## src/rtl/uart_tx_arbiter.sv

```systemverilog
// Round-robin arbiter that shares the UART TX FIFO write port between NUM_REQ byte streams.
// A grant is held for a whole burst; it is released on the last beat, at MAX_BURST beats, or after TIMEOUT idle cycles.
module uart_tx_arbiter #(
    parameter int unsigned NUM_REQ   = 4,
    parameter int unsigned DATA_W    = 8,
    parameter int unsigned MAX_BURST = 16,
    parameter int unsigned TIMEOUT   = 64
) (
    input  logic                        clk,
    input  logic                        rst,
    input  logic [NUM_REQ-1:0]          req_valid,
    input  logic [NUM_REQ*DATA_W-1:0]   req_data,
    input  logic [NUM_REQ-1:0]          req_last,
    output logic [NUM_REQ-1:0]          req_ready,
    input  logic                        fifo_full,
    output logic                        fifo_wr,
    output logic [DATA_W-1:0]           fifo_wr_data,
    output logic [$clog2(NUM_REQ)-1:0]  grant_id,
    output logic                        busy,
    output logic                        abort
);

    localparam int unsigned IDW = $clog2(NUM_REQ);
    localparam int unsigned BCW = $clog2(MAX_BURST) + 1;
    localparam int unsigned ICW = $clog2(TIMEOUT) + 1;

    typedef enum logic {IDLE, XFER} state_e;

    state_e          state_q, state_d;
    logic [IDW-1:0]  grant_id_q, grant_id_d;
    logic [IDW-1:0]  rr_ptr_q, rr_ptr_d;
    logic [BCW-1:0]  beat_cnt_q, beat_cnt_d;
    logic [ICW-1:0]  idle_cnt_q, idle_cnt_d;

    logic [IDW-1:0]     pick;
    logic [IDW-1:0]     g_next;
    logic               g_valid;
    logic               g_last;
    logic [DATA_W-1:0]  g_data;
    logic [NUM_REQ-1:0] g_sel;
    logic               accept;
    logic               timeout;
    logic               burst_done;

    // Circular index (base + off) mod NUM_REQ; safe for non-power-of-2 NUM_REQ.
    function automatic logic [IDW-1:0] rr_idx(input logic [IDW-1:0] base, input int off);
        int unsigned s;
        s = 32'(base) + 32'(off);
        return IDW'(s % NUM_REQ);
    endfunction

    // First valid requester at or after rr_ptr; the lowest offset wins.
    always_comb begin
        pick = rr_ptr_q;
        for (int k = NUM_REQ - 1; k >= 0; k--) begin
            if (req_valid[rr_idx(rr_ptr_q, k)]) begin
                pick = rr_idx(rr_ptr_q, k);
            end
        end
    end

    // Mux the granted requester's signals.
    always_comb begin
        g_valid = 1'b0;
        g_last  = 1'b0;
        g_data  = '0;
        g_sel   = '0;
        for (int i = 0; i < NUM_REQ; i++) begin
            if (grant_id_q == IDW'(i)) begin
                g_valid  = req_valid[i];
                g_last   = req_last[i];
                g_data   = req_data[i*DATA_W +: DATA_W];
                g_sel[i] = 1'b1;
            end
        end
    end

    assign g_next     = (grant_id_q == IDW'(NUM_REQ - 1)) ? '0 : grant_id_q + IDW'(1);
    assign accept     = (state_q == XFER) & g_valid & ~fifo_full;
    assign timeout    = (state_q == XFER) & ~g_valid & (idle_cnt_q == ICW'(TIMEOUT - 1));
    assign burst_done = accept & (g_last | (beat_cnt_q == BCW'(MAX_BURST - 1)));

    always_comb begin
        state_d      = state_q;
        grant_id_d   = grant_id_q;
        rr_ptr_d     = rr_ptr_q;
        beat_cnt_d   = beat_cnt_q;
        idle_cnt_d   = idle_cnt_q;
        req_ready    = '0;
        fifo_wr      = 1'b0;
        fifo_wr_data = '0;
        busy         = 1'b0;
        abort        = 1'b0;

        case (state_q)
            IDLE: begin
                beat_cnt_d = '0;
                idle_cnt_d = '0;
                if (|req_valid) begin
                    grant_id_d = pick;
                    state_d    = XFER;
                end
            end
            XFER: begin
                busy         = 1'b1;
                req_ready    = fifo_full ? '0 : g_sel;
                fifo_wr      = accept;
                fifo_wr_data = g_data;
                if (accept) begin
                    beat_cnt_d = beat_cnt_q + BCW'(1);
                end
                // Stalls on a full FIFO with valid high are not idle time.
                idle_cnt_d = g_valid ? '0 : idle_cnt_q + ICW'(1);
                if (burst_done || timeout) begin
                    state_d  = IDLE;
                    rr_ptr_d = g_next;
                    abort    = timeout;
                end
            end
            default: state_d = IDLE;
        endcase
    end

    always_ff @(posedge clk or posedge rst) begin
        if (rst) begin
            state_q    <= IDLE;
            grant_id_q <= '0;
            rr_ptr_q   <= '0;
            beat_cnt_q <= '0;
            idle_cnt_q <= '0;
        end else begin
            state_q    <= state_d;
            grant_id_q <= grant_id_d;
            rr_ptr_q   <= rr_ptr_d;
            beat_cnt_q <= beat_cnt_d;
            idle_cnt_q <= idle_cnt_d;
        end
    end

    assign grant_id = grant_id_q;

endmodule

```

## config.mk

```make
export PLATFORM = sky130hd
export DESIGN_NAME = uart_tx_arbiter
export DESIGN_NICKNAME = d
export VERILOG_FILES = /design/src/rtl/uart_tx_arbiter.sv
export SDC_FILE = /design/constraint.sdc
export NUM_CORES = 1
export LEC_CHECK = 0
export BUFFER_PORTS_ARGS = -buffer_cell sky130_fd_sc_hd__clkbuf_2
export CORE_MARGIN = 2
export CORE_UTILIZATION = 52
export CTS_BUF_LIST = sky130_fd_sc_hd__clkbuf_2 sky130_fd_sc_hd__clkbuf_4 sky130_fd_sc_hd__clkbuf_8
export DETAILED_ROUTE_END_ITERATION = 8
export PLACE_DENSITY = 0.87
export REMOVE_ABC_BUFFERS = 1
export SLEW_MARGIN = 20
export SYNTH_ARGS = -nofsm -noshare
export SYNTH_HDL_FRONTEND = slang
export SYNTH_SLANG_ARGS = --single-unit
```

## constraint.sdc

```tcl
create_clock -name clk -period 3.7 [get_ports clk]
set_clock_uncertainty 0.2 [all_clocks]
set_input_delay 0.185 -clock clk [delete_from_list [all_inputs] [get_ports clk]]
set_output_delay 0.185 -clock clk [all_outputs]
set_load 0.03 [all_outputs]
```

==> results by group <==
Run status
  • Status: complete, no violations

Final layout
  • Proportion of layout cells with a drive suffix above 1: 34.76%
  • Ant diodes: 0
  • # fillers: 208
  • Final Cell Area: 1638 um2
  • Area Growth Syn to Fin: 23.49%
  • Layout Utilization: 66.72%
  • Layout Nets: 261

Placement
  • Port bufs: 59
  • Placed cell area: 1598 um2
  • DPL Wire Length: 2.388 mm
  • Final Wtd Congestion: 0.7507
  • DP Worst Slack: 0.9663 ns

Global routing
  • Largest net degree at the start of global routing: 24
  • Vias in the first global route: 1148
  • Initial antenna violation count: 0
  • Gr usage total: 22.02%
  • First-pass GRT wire length: 4.726 mm
  • Total gr overflow: 0

Synth
  • Seq cells post-synth: 17
  • Ranking of synthesized cells by area: dfrtp_1, nor2_1, ha_1
  • Netlist cell types: 38
  • Avg Cell Area, Syn: 8.557 um2
  • Mapped Cells: 155
  • Post-synthesis sequential area ratio: 32.08%
  • Mapped cell area: 1326 um2
  • Yosys top cell area share: 32.08%
  • Synth area leader: dfrtp_1
  • Yosys Warn Count: 0

Setup path
  • Crit path DAT: 2.50 ns
  • R2R cell count: 7
  • WS Path Type: register to output pin
  • Setup slack, reg-to-reg: 0.92 ns
  • Critical Path RT: 3.31 ns
  • Worst r2r src: grant_id[1]$_DFFE_PP0P_
  • Crit Path Max Fanout: 13
  • Setup crit start: grant_id[1]$_DFFE_PP0P_
  • FF-to-FF End: rr_ptr_q[0]$_DFFE_PP0P_
  • Endpoint class of the critical path: output pin
  • CP startpoint kind: register

Route
  • Vias: 1318
  • Remaining antenna violation count: 0
  • Vias per cell: 5.492
  • DR pass1 iterations: 4
  • Starting DRC count in detailed routing: 25
  • DR WL/cell: 12.83 um
  • Drt total wl: 3.079 mm
  • DRC viols: 0

Floorplanning
  • Die Area: 2970 um2
  • Initial Utilization: 54.03%
  • Core area: 2455 um2
  • Chip width: 54.50 um
  • Num ports: 60
  • Height of the die: 54.50 um
  • Number of cell rows: 18

Timing
  • Hold Vio Cnt, Final: 0
  • Clock period minus worst slack: 2.889 ns
  • RSZ-0062 raised after global routing: false
  • Max Slew Vio Count: 0
  • PnR worst setup slack: 0.8114 ns
  • Final setup fails: 0
  • Least-Margin Pin Slew: 0.8064 ns
  • Max Freq: 346.2 MHz
  • Setup_tns: 0 ns
  • Final worst-path cycle share: 78.07%
  • Relative slew slack: 46.24%

Clock tree
  • Postcts setup bufs: 0
  • TritonCTS clock tree: done
  • H-tree depth: 1
  • Skew-Pair Late Insertion Delay: 0.29 ns
  • # resized after CTS: 0
  • Total CTS buffers: 3
  • Clock slew seen by the registers of the worst setup and hold paths: 0.10 ns
  • Clk sink count: 17
  • Clk root buf: clkbuf_4
  • Clock buffer depth: 2

Worst hold path
  • Hold Crit Class: input pin to register
  • HP Start: fifo_full
  • Hold Crit Depth: 4
  • Hold Path End: beat_cnt_q[0]$_DFFE_PP0P_

Power
  • PwrDens: 847.4 nW/um2
  • Leak Pwr: 0.8240 nW
  • IR Drop Worst-Case VDD: 643.8 uV

Run
  • Max_cap viols: 0
==> critical path: stages (launching register included) <==
cell	delay, ns
dfrtp_1	0.42
inv_1	0.10
ha_1	0.35
nor2b_1	0.60
a221oi_1	0.17
nor3_1	0.18
a21oi_1	0.07
nor2_1	0.12
clkbuf_2	0.22
==> where the power goes <==
part	total, mW	switching [mW]	internal, mW
Combinational	0.965	0.617	0.348
Clock	0.105	0.0561	0.0492
Sequential	0.318	0.0674	0.250
Total	1.39	0.740	0.648
==> synthesized netlist by cell type, drive strengths merged <==
| cell | number |
|---|---|
| xor2 | 4 |
| a21oi | 13 |
| o2bb2ai | 1 |
| nor4 | 1 |
| nand3 | 3 |
| mux2 | 2 |
| clkbuf | 4 |
| nand2b | 1 |
| xnor2 | 3 |
| nor2b | 11 |
| a222oi | 1 |
| o21ai | 4 |
| nor2 | 25 |
| buf | 5 |
| nand2 | 6 |
| o221ai | 1 |
| o22ai | 3 |
| inv | 10 |
| nor3b | 1 |
| or3 | 1 |
| a2111oi | 1 |
| and3 | 1 |
| a221oi | 9 |
| mux2i | 1 |
| o31ai | 1 |
| nor3 | 8 |
| a211oi | 2 |
| nand3b | 1 |
| ha | 7 |
| dfrtp | 17 |
| a31oi | 1 |
| and2 | 5 |
| nand4 | 1 |
==> state kept, by name, summed over array words and instances (netlist names) <==
name and count:
idle_cnt_q 7, rr_ptr_q 2, state_q 1, grant_id 2
beat_cnt_q 5
==> worst max path at each step <==
stage	endpoint	slack [ns]	cells past startpoint
final	fifo_wr_data[7]	0.81	8
after global routing	fifo_wr_data[1]	0.56	8
after CTS	fifo_wr_data[7]	0.83	8
after detailed placement	rr_ptr_q[0]$_DFFE_PP0P_	0.97	7
after global placement	rr_ptr_q[0]$_DFFE_PP0P_	1.09	7
after floorplan	rr_ptr_q[0]$_DFFE_PP0P_	0.94	6
==> kinds of logic (layout without fill, tap and decap cells) <==
family	Yosys count	count (layout)	share of synthesized area, %
AOI/OAI and AO/OA	37	37	21.42
xor gates and xnor gates	7	7	4.623
DFF	17	17	32.08
and+or+nand+nor	65	65	24.81
buffers and inverters	19	74	7.452
adders and majority gates	7	7	6.603
muxes	3	3	3.019
==> cells in the final DEF (no fill, tap or decap), types with 2 or more instances in the layout <==
master / count
dfrtp_1: 17
o21ai_0: 4
clkbuf_2: 59
a221oi_1: 8
a21oi_1: 13
inv_1: 10
xnor2_1: 3
nor2_1: 25
nor3_1: 8
o22ai_1: 3
and2_1: 5
nor2b_1: 10
nand3_1: 3
mux2_4: 2
ha_1: 7
nand2_1: 6
xor2_1: 4
clkbuf_4: 4
==> per-layer routing <==
layer	wire (um)	vias to the layer above	GRT usage, %
li1	-	660	-
met3	226	6	3.552
met2	1479	59	38.35
met4	48	0	7.500
met1	1324	593	27.43
met5	0	-	0
==> repair_timing <==
item,4_1_cts,5_1_grt
setup endpoints to repair,0,0
endpoints found under the hold margin,17,0
hold buffers,1,0
==> metrics by stage <==
step / hold WS (ns) / instances / total power, mW
floorplan: -0.08893 / 146 / 1.044
global placement: 0.07521 / 235 / 1.264
detailed placement: 0.07556 / 235 / 1.278
CTS: 0.05814 / 240 / 1.389
global route: 0.08162 / 240 / 1.499
finish: 0.05924 / 240 / 1.388
==> final cells by class <==
class / instances / area [um2] / area share [%]
Clock buffer: 4 / 30.03 / 1.833
Inverter: 10 / 37.54 / 2.292
Sequential cell: 17 / 425.4 / 25.97
Timing Repair Buffer: 60 / 305.3 / 18.64
Tap cell: 30 / 37.54 / 2.292
Multi-Input combinational cell: 119 / 802.0 / 48.97
(Power assumes the default switching activity.)
